### src/rtl/execute_muldiv_if.sv
// Issue/result bundle between the execute stage and the multiply/divide unit.
// The pipeline side is the master; the unit itself is the slave.
interface execute_muldiv_if #(
  parameter int DWIDTH = 32
);
  logic              em_i_ce;
  logic [2:0]        em_i_op;
  logic [DWIDTH-1:0] em_i_data_rs;
  logic [DWIDTH-1:0] em_i_data_rt;
  logic              em_i_flush;
  logic              em_o_busy;
  logic              em_o_done;
  logic              em_o_div_zero;
  logic [DWIDTH-1:0] em_o_hi;
  logic [DWIDTH-1:0] em_o_lo;

  modport master (
    output em_i_ce, em_i_op, em_i_data_rs, em_i_data_rt, em_i_flush,
    input  em_o_busy, em_o_done, em_o_div_zero, em_o_hi, em_o_lo
  );

  modport slave (
    input  em_i_ce, em_i_op, em_i_data_rs, em_i_data_rt, em_i_flush,
    output em_o_busy, em_o_done, em_o_div_zero, em_o_hi, em_o_lo
  );
endinterface

### src/rtl/execute_muldiv.sv
// Iterative MULT/MULTU/DIV/DIVU unit with architectural HI/LO, STEP result bits per cycle.
// Operates on magnitudes; signs are re-applied in a single FIX cycle.
module execute_muldiv #(
  parameter int DWIDTH = 32,
  parameter int STEP   = 1
) (
  input logic             em_i_clk,
  input logic             em_i_rst,
  execute_muldiv_if.slave bus
);
  localparam int N  = DWIDTH / STEP;
  localparam int CW = (N > 1) ? $clog2(N) : 1;
  localparam logic [CW-1:0] CNT_LAST = CW'(N - 1);

  localparam logic [2:0] OP_MULT  = 3'b001;
  localparam logic [2:0] OP_MULTU = 3'b010;
  localparam logic [2:0] OP_DIV   = 3'b011;
  localparam logic [2:0] OP_DIVU  = 3'b100;
  localparam logic [2:0] OP_MTHI  = 3'b101;
  localparam logic [2:0] OP_MTLO  = 3'b110;

  typedef enum logic [1:0] {S_IDLE = 2'd0, S_BUSY = 2'd1, S_FIX = 2'd2} state_t;

  state_t              state_q, state_d;
  logic [CW-1:0]       cnt_q, cnt_d;
  logic [2*DWIDTH-1:0] acc_q, acc_d;
  logic [DWIDTH-1:0]   opb_q, opb_d;
  logic [DWIDTH-1:0]   hi_q, hi_d, lo_q, lo_d;
  logic                neg_a_q, neg_a_d, neg_b_q, neg_b_d;
  logic                is_div_q, is_div_d, dz_q, dz_d;
  logic                busy_q, busy_d, done_q, done_d, div_zero_q, div_zero_d;

  logic                op_muldiv, op_signed, op_div, start;
  logic                rs_neg, rt_neg;
  logic [DWIDTH-1:0]   rs_mag, rt_mag;
  logic [DWIDTH+STEP-1:0] mul_sum;
  logic [2*DWIDTH-1:0] mul_next, div_next, prod_fix;
  logic [DWIDTH:0]     rem_t;
  logic [DWIDTH-1:0]   rem_w, quo_w, quo_fix, rem_fix;

  always_comb begin
    op_muldiv = (bus.em_i_op == OP_MULT) || (bus.em_i_op == OP_MULTU) ||
                (bus.em_i_op == OP_DIV)  || (bus.em_i_op == OP_DIVU);
    op_signed = (bus.em_i_op == OP_MULT) || (bus.em_i_op == OP_DIV);
    op_div    = (bus.em_i_op == OP_DIV)  || (bus.em_i_op == OP_DIVU);
    start     = (state_q == S_IDLE) && bus.em_i_ce && !bus.em_i_flush && op_muldiv;
    rs_neg    = op_signed && bus.em_i_data_rs[DWIDTH-1];
    rt_neg    = op_signed && bus.em_i_data_rt[DWIDTH-1];
    rs_mag    = rs_neg ? -bus.em_i_data_rs : bus.em_i_data_rs;
    rt_mag    = rt_neg ? -bus.em_i_data_rt : bus.em_i_data_rt;
  end

  // Multiply: acc = {partial product, unconsumed multiplier}; shifts right STEP bits per cycle.
  always_comb begin
    mul_sum  = {{STEP{1'b0}}, acc_q[2*DWIDTH-1:DWIDTH]}
             + ({{STEP{1'b0}}, opb_q} * {{DWIDTH{1'b0}}, acc_q[STEP-1:0]});
    mul_next = {mul_sum, acc_q[DWIDTH-1:STEP]};
  end

  // Divide: acc = {remainder, dividend/quotient}; remainder after subtraction always fits DWIDTH.
  always_comb begin
    rem_w = acc_q[2*DWIDTH-1:DWIDTH];
    quo_w = acc_q[DWIDTH-1:0];
    rem_t = '0;
    for (int i = 0; i < STEP; i++) begin
      rem_t = {rem_w, quo_w[DWIDTH-1]};
      quo_w = {quo_w[DWIDTH-2:0], 1'b0};
      if (rem_t >= {1'b0, opb_q}) begin
        rem_t    = rem_t - {1'b0, opb_q};
        quo_w[0] = 1'b1;
      end
      rem_w = rem_t[DWIDTH-1:0];
    end
    div_next = {rem_w, quo_w};
  end

  // With a zero divisor the remainder ends up as |rs|, so the sign fix restores rs in HI.
  always_comb begin
    prod_fix = (neg_a_q ^ neg_b_q) ? -acc_q : acc_q;
    quo_fix  = (neg_a_q ^ neg_b_q) ? -acc_q[DWIDTH-1:0] : acc_q[DWIDTH-1:0];
    if (dz_q) quo_fix = '1;
    rem_fix  = neg_a_q ? -acc_q[2*DWIDTH-1:DWIDTH] : acc_q[2*DWIDTH-1:DWIDTH];
  end

  always_comb begin
    state_d = state_q;
    if (bus.em_i_flush) begin
      state_d = S_IDLE;
    end else begin
      case (state_q)
        S_IDLE:  if (start) state_d = S_BUSY;
        S_BUSY:  if (cnt_q == CNT_LAST) state_d = S_FIX;
        S_FIX:   state_d = S_IDLE;
        default: state_d = S_IDLE;
      endcase
    end
  end

  always_comb begin
    cnt_d      = cnt_q;
    acc_d      = acc_q;
    opb_d      = opb_q;
    neg_a_d    = neg_a_q;
    neg_b_d    = neg_b_q;
    is_div_d   = is_div_q;
    dz_d       = dz_q;
    hi_d       = hi_q;
    lo_d       = lo_q;
    done_d     = 1'b0;
    div_zero_d = 1'b0;
    busy_d     = (state_d != S_IDLE);
    if (!bus.em_i_flush) begin
      case (state_q)
        S_IDLE: begin
          if (start) begin
            cnt_d    = '0;
            neg_a_d  = rs_neg;
            neg_b_d  = rt_neg;
            is_div_d = op_div;
            dz_d     = op_div && (bus.em_i_data_rt == '0);
            acc_d    = {{DWIDTH{1'b0}}, (op_div ? rs_mag : rt_mag)};
            opb_d    = op_div ? rt_mag : rs_mag;
          end else if (bus.em_i_ce && bus.em_i_op == OP_MTHI) begin
            hi_d = bus.em_i_data_rs;
          end else if (bus.em_i_ce && bus.em_i_op == OP_MTLO) begin
            lo_d = bus.em_i_data_rs;
          end
        end
        S_BUSY: begin
          cnt_d = cnt_q + CW'(1);
          acc_d = is_div_q ? div_next : mul_next;
        end
        S_FIX: begin
          hi_d       = is_div_q ? rem_fix : prod_fix[2*DWIDTH-1:DWIDTH];
          lo_d       = is_div_q ? quo_fix : prod_fix[DWIDTH-1:0];
          done_d     = 1'b1;
          div_zero_d = is_div_q && dz_q;
        end
        default: ;
      endcase
    end
  end

  always_ff @(posedge em_i_clk or posedge em_i_rst) begin
    if (em_i_rst) begin
      state_q    <= S_IDLE;
      cnt_q      <= '0;
      acc_q      <= '0;
      opb_q      <= '0;
      neg_a_q    <= 1'b0;
      neg_b_q    <= 1'b0;
      is_div_q   <= 1'b0;
      dz_q       <= 1'b0;
      hi_q       <= '0;
      lo_q       <= '0;
      busy_q     <= 1'b0;
      done_q     <= 1'b0;
      div_zero_q <= 1'b0;
    end else begin
      state_q    <= state_d;
      cnt_q      <= cnt_d;
      acc_q      <= acc_d;
      opb_q      <= opb_d;
      neg_a_q    <= neg_a_d;
      neg_b_q    <= neg_b_d;
      is_div_q   <= is_div_d;
      dz_q       <= dz_d;
      hi_q       <= hi_d;
      lo_q       <= lo_d;
      busy_q     <= busy_d;
      done_q     <= done_d;
      div_zero_q <= div_zero_d;
    end
  end

  assign bus.em_o_busy     = busy_q;
  assign bus.em_o_done     = done_q;
  assign bus.em_o_div_zero = div_zero_q;
  assign bus.em_o_hi       = hi_q;
  assign bus.em_o_lo       = lo_q;
endmodule

### src/flat_wrapper.sv
// flat-port wrapper written by rule: the top's interface ports become plain ports
module execute_muldiv_flat 
#(
  parameter int DWIDTH = 32,
  parameter int STEP   = 1
)
  (em_i_clk, em_i_rst, bus_em_i_ce, bus_em_i_op, bus_em_i_data_rs, bus_em_i_data_rt, bus_em_i_flush, bus_em_o_busy, bus_em_o_done, bus_em_o_div_zero, bus_em_o_hi, bus_em_o_lo);
  execute_muldiv_if #(.DWIDTH(DWIDTH)) bus_i ();
  input logic em_i_clk;
  input logic em_i_rst;
  input wire logic [$bits(bus_i.em_i_ce)-1:0] bus_em_i_ce;
  input wire logic [$bits(bus_i.em_i_op)-1:0] bus_em_i_op;
  input wire logic [$bits(bus_i.em_i_data_rs)-1:0] bus_em_i_data_rs;
  input wire logic [$bits(bus_i.em_i_data_rt)-1:0] bus_em_i_data_rt;
  input wire logic [$bits(bus_i.em_i_flush)-1:0] bus_em_i_flush;
  output wire logic [$bits(bus_i.em_o_busy)-1:0] bus_em_o_busy;
  output wire logic [$bits(bus_i.em_o_done)-1:0] bus_em_o_done;
  output wire logic [$bits(bus_i.em_o_div_zero)-1:0] bus_em_o_div_zero;
  output wire logic [$bits(bus_i.em_o_hi)-1:0] bus_em_o_hi;
  output wire logic [$bits(bus_i.em_o_lo)-1:0] bus_em_o_lo;
  assign bus_i.em_i_ce = bus_em_i_ce;
  assign bus_i.em_i_op = bus_em_i_op;
  assign bus_i.em_i_data_rs = bus_em_i_data_rs;
  assign bus_i.em_i_data_rt = bus_em_i_data_rt;
  assign bus_i.em_i_flush = bus_em_i_flush;
  assign bus_em_o_busy = bus_i.em_o_busy;
  assign bus_em_o_done = bus_i.em_o_done;
  assign bus_em_o_div_zero = bus_i.em_o_div_zero;
  assign bus_em_o_hi = bus_i.em_o_hi;
  assign bus_em_o_lo = bus_i.em_o_lo;
  execute_muldiv #(.DWIDTH(DWIDTH), .STEP(STEP)) u_core (.em_i_clk(em_i_clk), .em_i_rst(em_i_rst), .bus(bus_i));
endmodule
### config.mk
export PLATFORM = sky130hd
export DESIGN_NAME = execute_muldiv_flat
export DESIGN_NICKNAME = d
export VERILOG_FILES = /design/src/rtl/execute_muldiv_if.sv /design/src/rtl/execute_muldiv.sv /design/src/flat_wrapper.sv
export SDC_FILE = /design/constraint.sdc
export NUM_CORES = 1
export LEC_CHECK = 0
export CAP_MARGIN = 20
export CELL_PAD_IN_SITES_DETAIL_PLACEMENT = 0
export CELL_PAD_IN_SITES_GLOBAL_PLACEMENT = 1
export CORE_UTILIZATION = 41
export CTS_BUF_LIST = sky130_fd_sc_hd__clkbuf_4
export DETAILED_ROUTE_END_ITERATION = 8
export PLACE_DENSITY = 0.89
export SETUP_SLACK_MARGIN = 0.5
export SYNTH_ARGS = -nofsm -noshare
export SYNTH_HDL_FRONTEND = slang
export SYNTH_SLANG_ARGS = --single-unit
### constraint.sdc
create_clock -name em_i_clk -period 5.46 [get_ports em_i_clk]
set_input_delay 1.092 -clock em_i_clk [delete_from_list [all_inputs] [get_ports em_i_clk]]
set_output_delay 1.092 -clock em_i_clk [all_outputs]
set_load 0.05 [all_outputs]
# ---- Word-level counts from Yosys, hierarchy flattened
# Index checks and enable logic that the tools add are counted.
dict set report totals {
  ff_bits 174
  latch_bits 0
  ram_bits 0
  mem_bits_ro 0
  inputBits 71
  mem_count 0
}
dict set report classes {
  add_sub_neg 8
  multipliers 1
  n_div 0
  n_lt_le_gt_ge 1
  eq_ne 14
  n_shift 0
  muxes 32
  bitwise 2
  reduce_logical 24
}
# op n
set ops {}
lappend ops {{two-way mux 32 bit} 15}
lappend ops {{two-way mux 64 bit} 3}
lappend ops {{negation 32 bit} 4}
lappend ops {{case mux 32 bit (2 select lines)} 2}
lappend ops {{case mux 64 bit (2 select lines)} 1}
lappend ops {{negation 64 bit} 1}
lappend ops {{adder 32 x 33 -> 33 bit} 1}
lappend ops {{>= comparator 33 x 32 -> 1 bit} 1}
lappend ops {{multiplier 32 x 1 -> 33 bit} 1}
lappend ops {{logical NOT 32 bit} 1}
lappend ops {{subtractor 32 bit} 1}
lappend ops {{case mux 5 bit (2 select lines)} 1}
lappend ops {{== test 3 bit, second input constant} 3}
lappend ops {{logical AND 1 bit} 9}
lappend ops {{inequality test 2 bit, second input constant} 4}
lappend ops {{== test 3 x 2 -> 1 bit, second input constant} 2}
lappend ops {{two-way mux 2 bit} 3}
lappend ops {{AND reduction 3 bit} 2}
lappend ops {{nonzero test 2 bit} 3}
lappend ops {{adder 5 x 1 -> 5 bit, second input constant} 1}
lappend ops {{== test 5 bit, second input constant} 1}
lappend ops {{logical OR 1 bit} 5}
lappend ops {{two-way mux 1 bit} 5}
lappend ops {{two-way mux 5 bit} 1}
lappend ops {{11 further kinds} 11}

# ---- Logic depth before layout (Yosys ltp)
# Gate-level depths: netlist (run 1).
dict set report depth {
  ltp_word 9
  depth_mapped 15
}

# ---- Worst setup path before layout (run 1)
# OpenSTA, ideal clock, no wires.
dict set report synth_path {
  path_type {reg2reg}
  start {register u_core.acc_q[0]}
  end {register u_core.acc_q[56]}
  setup_ns 0.099
  arrival_ns 3.584
  slack_ns 1.777
  path_stages_with_launch 15
  n_path_buf 1
  synth_period_minus_slack_ns 3.683
  path_cell_list {dfrtp_1 -> inv_1 -> clkbuf_1 -> nor2_1 -> ha_1 -> a21oi_1 -> o21ai_0 -> or2_2 -> a2111oi_0 -> o21ai_0 -> a31oi_1 -> o21ai_0 -> a21oi_1 -> xor2_1 -> a311oi_1}
}
dict set report synth_between {
  elab_chain_cells 4
}
# item line
set synth_rtl {}
lappend synth_rtl {{from (decl)} execute_muldiv.sv:26} ;# logic [2*DWIDTH-1:0] acc_q, acc_d;
lappend synth_rtl {{from (signal assigned)} execute_muldiv.sv:148} ;# acc_q <= '0;
lappend synth_rtl {{from (signal assigned)} execute_muldiv.sv:162} ;# acc_q <= acc_d;
lappend synth_rtl {{multiplier 32 x 1 -> 33 bit} execute_muldiv.sv:56} ;# + ({{STEP{1'b0}}, opb_q} * {{DWIDTH{1'b0}}, acc_q[STEP-1:0]});
lappend synth_rtl {{adder 32 x 33 -> 33 bit} execute_muldiv.sv:56}
lappend synth_rtl {{two-way mux 64 bit} execute_muldiv.sv:131} ;# acc_d = is_div_q ? div_next : mul_next;
lappend synth_rtl {{case mux 64 bit (2 select lines)} execute_muldiv.sv:113} ;# case (state_q)
# No other way between the ends.
# A chain may end at the register's enable or synchronous reset.

# ---- Final worst setup path (run 1)
dict set report layout_path {
  start {register u_core.acc_q[31]}
  end {register u_core.acc_q[56]}
}
dict set report layout_between {
  elab_chain_cells 4
  word_cells_on_any_way 5
  cone_classes {add/sub: 1; order compare: 1; mux: 3}
}
# item line
set layout_rtl {}
lappend layout_rtl {{subtractor 32 bit or >= comparator 33 x 32 -> 1 bit (tied branches)} {execute_muldiv.sv:69, execute_muldiv.sv:68}}
lappend layout_rtl {{two-way mux 32 bit (*)} execute_muldiv.sv:68} ;# if (rem_t >= {1'b0, opb_q}) begin
lappend layout_rtl {{two-way mux 64 bit (*)} execute_muldiv.sv:131}
lappend layout_rtl {{case mux 64 bit (2 select lines) (*)} execute_muldiv.sv:113}
# Every way passes the cells marked *; elsewhere a longest branch is shown, timed or not.

==> results.py, run 1 <==
metrics = {
    "worst_hold_path": {
        "hp-class": "reg -> reg",
    },
    "worst_setup_path": {
        "path_class": "reg -> reg",
        "endpoint_kind": "flip-flop",
        "cpMaxStageDelayCell": "dfrtp_1",
        "r2r_slack_ns": 1.25,
        "cp.arrival_ns": 4.71,
        "critPathTopFamily": "compound AO/OA/AOI/OAI gates",
        "crit_buf_inv": 2,
        "slowest_delay_ns": 0.66,
        "cp_max_fo": 7,
        "cp-start-kind": "flip-flop",
        "cp_cell_sequence": "inv_1 > ha_1 > inv_1 > fa_1 > a211oi_1 > o211ai_1 > nand3b_1 > a211oi_1 > o211ai_1 > a21oi_1 > a31oi_1 > xnor2_1 > a21oi_1 > a311oi_1",
        "cp.required_ns": 5.96,
    },
    "routing": {
        "vias": 14800,
        "first_pass_iters": 7,
        "wl_per_cell_microns": 21.9,
        "via_per_inst": 6.09,
        "drc": 0,
        "drtIter0Drc": 1565,
        "wirelength_microns": 53200,
        "drt.antenna.violating_nets": 0,
    },
    "sta": {
        "whs_ns": 0.495,
        "fin_crit_sh_pct": 77.1,
        "final-hold-violation-count": 0,
        "setup_slack_ns": 1.25,
        "rsz0062_at_grt": "false",
        "period_needed_ns": 4.21,
        "tightest_slew_ns": 1.11,
        "fmax_mhz": 238,
        "fin_worst_skew_ns": 0.0473,
        "slew_violations": 0,
        "relSlewSlack_pct": 24.8,
        "finalSetupViolations": 0,
        "setup_tns_ns": 0,
    },
    "global_routing": {
        "grt_use_met1_pct": 40.5,
        "use_met2_pct": 43.3,
        "grtUsageTotal_pct": 29.0,
        "grt_use_met3_pct": 5.84,
        "grt_pass1_vias": 13500,
        "grt_busiest_layer": "met2",
        "grt_pass1_wl_microns": 80000,
        "antenna_found_initial": 1,
        "grt_max_degree": 175,
        "grt-ovfl-total": 0,
    },
    "clocking": {
        "clock_path_buffers": 2,
        "clk_latency_ns": 0.63,
        "root_buffer": "clkbuf_4",
        "htree_levels": 4,
        "clkSlewWorstSetupHoldPaths_ns": 0.18,
        "cts-resized-gates": 0,
        "cts_setup_buffers": 0,
        "hold_buffers": 0,
        "cts.sinks": 174,
        "cts_buffers": 17,
        "cts_tree": "built",
    },
    "yosys": {
        "synth_area_leaders": "dfrtp_1 (30%), o21ai_0 (6.9%), a21oi_1 (6.3%)",
        "ys_types": 73,
        "ys.flop_type": "dfrtp_1",
        "yosys.area.top_type_share_pct": 29.7,
        "async_flop_share_pct": 100,
        "synth_area_sq_um": 14700,
        "synth.avg_cell_area_sq_um": 7.75,
        "ys_warn_count": 0,
        "seq_area_frac_synth_pct": 29.7,
        "synth_edf_count": 0,
        "yosys.area.top_type": "dfrtp_1",
        "synth_nets": 2036,
        "yosys_register_bits": 174,
        "synthTopCellsByCount": "nand2_1 (222), o21ai_0 (203), nor2_1 (198), a21oi_1 (184), dfrtp_1 (174)",
        "postSynthCellCount": 1893,
        "synth.most_common_cell": "nand2_1",
    },
    "power_and_ir_drop": {
        "powerDensity_nw_per_um2": 500,
        "p_leak_nw": 7.08,
        "ir_worst_vdd_mv": 0.236,
    },
    "floorplanning": {
        "start_util_pct": 42.0,
        "die_y_microns": 191,
        "fp.coreArea_sq_um": 34900,
        "fp-row-count": 68,
        "dieWidth_microns": 191,
        "die_area_sq_um": 36500,
        "pin_count": 138,
    },
    "layout": {
        "design_area_sq_um": 16800,
        "syn_to_final_growth_pct": 14.6,
        "final_layout_size_suffix_gt1_share_pct": 4.81,
        "final_nets": 2107,
    },
    "status": {
        "status": "complete, no violations",
    },
    "placement": {
        "dpl_cell_area_sq_um": 16500,
        "numPortBuffers": 137,
        "dp_hpwl_microns": 40400,
        "pre_cts_slack_ns": 1.02,
        "routabilityCongestion": 0.958,
    },
    "run": {
        "maxCapViolCount": 0,
    },
}
==> area by class of cell <==
| cell class | count | area [sq um] |
|---|---|---|
| diodes | 1 | 2.50 |
| flip-flops and latches | 174 | 4360 |
| repair buffers | 165 | 1610 |
| clock inverters | 13 | 183 |
| multi-input cells | 1550 | 9740 |
| well taps | 455 | 569 |
| fillers | 3411 | 18100 |
| inverters | 56 | 214 |
| clock buffers | 18 | 135 |
==> metal layers <==
| metal | vias to the layer above | part of all wire (%) |
|---|---|---|
| li1 | 6943 | - |
| met1 | 7045 | 44 |
| met2 | 733 | 42 |
| met3 | 88 | 10 |
| met4 | 0 | 3.9 |
| met5 | - | 0 |
==> worst reg2reg max path, delay by kind of cell, from the launching register on <==
family | cells | cell delay (ns)
compound gates | 8 | 2.19
flops | 1 | 0.66
fa+ha+maj | 2 | 0.45
xor+xnor | 1 | 0.38
simple gates | 1 | 0.22
buf+inv | 2 | 0.18
==> state kept, by name, indices dropped and copies added (netlist names) <==
signal and count:
u_core.acc_q 64, u_core.bus.em_o_hi 32, u_core.bus.em_o_lo 32, u_core.opb_q 32, u_core.cnt_q 5, u_core.state_q 2, u_core.bus.em_o_busy 1, u_core.bus.em_o_div_zero 1
u_core.bus.em_o_done 1, u_core.dz_q 1, u_core.is_div_q 1, u_core.neg_a_q 1, u_core.neg_b_q 1
==> cell families (layout without fill, tap and decap cells) <==
logic type	count (synthesis)	in the layout	synth area share, %
AO/OA/AOI/OAI	621	621	25.3
XOR/XNOR	176	176	10.5
buffers and inverters	169	252	4.38
AND/OR/NAND/NOR	609	609	18.9
multiplexers	72	72	4.96
adder cells (fa/ha/maj)	72	72	6.24
other	0	1	0
flip-flops	174	174	29.7
==> layout by cell type (no fill, tap or decap), types with 12 or more instances in the layout <==
cell	instances
o211ai_1	24
o41ai_1	17
nor3_1	41
a21oi_1	184
inv_1	54
clkdlybuf4s50_1	137
dfrtp_1	173
a31oi_1	27
xnor2_1	96
a21o_1	28
nor4_1	14
nor2_1	195
or3_1	16
o22ai_1	32
o31ai_1	19
o21ai_0	201
nand3_1	23
mux2i_1	66
nand2_1	222
a22oi_1	12
xor2_1	79
nand2b_1	15
ha_1	70
buf_4	26
clkbuf_4	18
or4_1	13
==> report_power, final <==
part | total (W) | internal, W | switching (W)
Combinational | 0.00522 | 0.00208 | 0.00314
Clock | 0.000864 | 0.000333 | 0.000531
Sequential | 0.00232 | 0.00166 | 0.000665
Total | 0.00841 | 0.00407 | 0.00434
==> metrics by stage <==
| stage | power [W] | std cells | util, % |
|---|---|---|---|
| 4_1_cts | 0.00831 | 2431 | 48.2 |
| 3_5_place_dp | 0.00744 | 2400 | 47.3 |
| 2_1_floorplan | 0.00590 | 1893 | - |
| 6_report | 0.00841 | 2432 | 48.2 |
| 5_1_grt | 0.00896 | 2432 | 48.2 |
| 3_3_place_gp | 0.00737 | 2400 | 47.3 |
==> final timing paths <==
| path | startpoint | to | cells after the start |
|---|---|---|---|
| worst min-delay path | u_core.bus.em_o_hi[18] | u_core.bus.em_o_hi[18] | 2 |
| worst max register to register | u_core.acc_q[31] | u_core.acc_q[56] | 14 |
| max in group asynchronous | em_i_rst | u_core.is_div_q | 3 |
| worst max-delay path | u_core.acc_q[31] | u_core.acc_q[56] | 14 |
| min in group asynchronous | em_i_rst | u_core.bus.em_o_lo[11] | 3 |
| worst min register to register | u_core.bus.em_o_hi[18] | u_core.bus.em_o_hi[18] | 2 |
Note: power is estimated with default switching activity, not from simulation.
==> run 2: changes to the inputs <==
==> constraint.sdc (replaced) <==
create_clock -name em_i_clk -period 3.75 [get_ports em_i_clk]
set_input_delay 0.75 -clock em_i_clk [delete_from_list [all_inputs] [get_ports em_i_clk]]
set_output_delay 0.75 -clock em_i_clk [all_outputs]
set_load 0.05 [all_outputs]
==> results.py, run 2 (same netlist as run 1, synthesis figures left out) <==
metrics = {
    "layout": {
        "final_nets": 2306,
        "finalCoreUtilization_pct": 55.4,
        "layout_commonest_cell": "nand2_1",
        "syn_to_final_growth_pct": 31.8,
        "final_layout_size_suffix_gt1_share_pct": 19.7,
        "largest_register_ffs": 64,
        "largest-register": "u_core.acc_q",
        "seq_area_sq_um": 4360,
        "layout_common_cells": "nand2_1 (215), buf_4 (198), nor2_1 (188)",
        "fill_cells": 3211,
        "multi_input_area_sq_um": 10600,
        "fin_cells": 2633,
    },
    "power_and_ir_drop": {
        "clock_power_share_pct": 7.5,
        "internal_power_w": 0.00733,
        "p_sw_share_pct": 50.1,
        "powerDensity_nw_per_um2": 760,
        "total_power_w": 0.0147,
        "comb_power_share_pct": 72.1,
        "switchingPower_w": 0.00735,
        "p_leak_nw": 8.17,
        "pwr-share-seq_pct": 20.5,
        "ir_worst_vdd_mv": 0.350,
    },
    "routing": {
        "wl_per_cell_microns": 22.6,
        "drt.antenna.violating_nets": 0,
        "drtIter0Drc": 1672,
        "vias": 16000,
        "top_layer_used": "met4",
        "wl_met3_microns": 5830,
        "via_per_inst": 6.09,
        "wirelength_microns": 59600,
        "wl_met1_microns": 25400,
        "drc": 0,
        "first_pass_iters": 5,
        "wl_met2_microns": 26100,
    },
    "sta": {
        "tightest_slew_ns": 1.11,
        "rsz0062_at_grt": "true",
        "fmax_mhz": 294,
        "fin_worst_skew_ns": 0.0320,
        "fin_crit_sh_pct": 90.6,
        "period_needed_ns": 3.40,
        "final-hold-violation-count": 0,
        "relSlewSlack_pct": 25.6,
        "slew_violations": 0,
        "finalSetupViolations": 0,
    },
    "clocking": {
        "cts_tree": "built",
        "root_buffer": "clkbuf_4",
        "clkSlewWorstSetupHoldPaths_ns": 0.19,
        "htree_levels": 4,
        "cts_buffers": 17,
        "clock_path_buffers": 2,
        "clk_latency_ns": 0.63,
        "hold_buffers": 0,
        "cts.sinks": 174,
    },
    "worst_setup_path": {
        "cp_cell_sequence": "or4_4 > or4_4 > or4_4 > nor3_4 > buf_4 > buf_6 > or3_4 > buf_6 > a21oi_1 > xnor2_1 > nand2_1 > o21ai_0 > o21ai_0",
        "endpoint_kind": "flip-flop",
        "crit_buf_inv": 3,
        "path_class": "reg -> reg",
        "cpMostUsedCell": "or4_4",
        "cp.required_ns": 4.26,
        "cp.arrival_ns": 3.91,
        "cpMaxStageDelayCell": "or4_4",
        "cp_max_fo": 5,
        "critPathTopFamily": "simple AND/OR/NAND/NOR gates",
        "cp-start-kind": "flip-flop",
        "slowest_delay_ns": 0.54,
    },
    "placement": {
        "routabilityCongestion": 0.976,
        "numPortBuffers": 137,
        "placed_cells_incl_taps": 2532,
        "dp_hpwl_microns": 44600,
    },
    "status": {
        "status": "complete, no violations",
    },
    "global_routing": {
        "antenna_found_initial": 1,
        "grt_max_degree": 85,
        "grt-ovfl-total": 0,
        "grt_pass1_vias": 14800,
        "grt_pass1_wl_microns": 87200,
        "grtUsageTotal_pct": 31.7,
    },
    "floorplanning": {
        "die_y_microns": 191,
        "fp.coreArea_sq_um": 34900,
        "fp-row-count": 68,
        "dieWidth_microns": 191,
        "die_area_sq_um": 36500,
        "start_util_pct": 42.0,
        "pin_count": 138,
    },
    "run": {
        "maxCapViolCount": 0,
    },
    "worst_hold_path": {
        "hp-class": "reg -> reg",
    },
}
[run 2: what timing repair did]
| action | 4_1_cts | 5_1_grt |
|---|---|---|
| gates cloned | 3 | 1 |
| resized for setup | 79 | 151 |
| setup buffers | 33 | 30 |
| setup endpoints to repair | 45 | 62 |
| pin swaps | 34 | 80 |
[run 2: power groups by stage]
stage	Sequential, W	Clock (W)	Combinational, W
3_5_place_dp	0.00299	0	0.00852
6_report	0.00300	0.00110	0.0106
2_1_floorplan	0.00352	0	0.00511
3_3_place_gp	0.00296	0	0.00843
4_1_cts	0.00295	0.00110	0.00942
5_1_grt	0.00304	0.00118	0.0113
[run 2: worst paths after layout]
check | from | end | slack [ns] | depth (start not counted)
min reg2reg | u_core.bus.em_o_hi[29] | u_core.bus.em_o_hi[29] | 0.50 | 2
min | u_core.bus.em_o_hi[29] | u_core.bus.em_o_hi[29] | 0.50 | 2
max | u_core.acc_q[20] | u_core.bus.em_o_hi[10] | 0.35 | 13
min in group asynchronous | em_i_rst | u_core.bus.em_o_lo[10] | 0.64 | 3
max reg2reg | u_core.acc_q[20] | u_core.bus.em_o_hi[10] | 0.35 | 13
max in group asynchronous | em_i_rst | u_core.acc_q[12] | 2.47 | 3
[run 2: area by class of cell]
type / instances / share of cell area [%]
inverter: 56 / 1.12
sequential: 174 / 22.5
clock buffer: 17 / 0.660
clock inverter: 15 / 0.686
antenna: 2 / 0.0259
timing repair buffer: 364 / 17.2
tap: 455 / 2.94
multi-input combinational: 1550 / 54.9
[run 2: per-layer routing]
| metal | up-vias | global-route usage (%) |
|---|---|---|
| li1 | 7343 | - |
| met1 | 7693 | 43.7 |
| met2 | 868 | 48.5 |
| met3 | 136 | 6.08 |
| met4 | 0 | 12.6 |
| met5 | - | 0 |
[run 2: worst min-delay path: stages (launching register included)]
cell and delay (ns):
dfrtp_1 0.38, nand2_1 0.05, o31ai_1 0.05
[run 2: through the flow]
stage	hold WS, ns	setup slack, ns	cell area [sq um]	setup TNS [ns]
final	0.497	0.353	19300	0
after global routing	0.519	0.249	19300	0
after CTS	0.503	0.327	18500	0
after detailed placement	0.470	-0.0471	17500	-0.0810
after global placement	0.464	-0.0624	17500	-0.157
after floorplan	0.450	0.503	14700	0
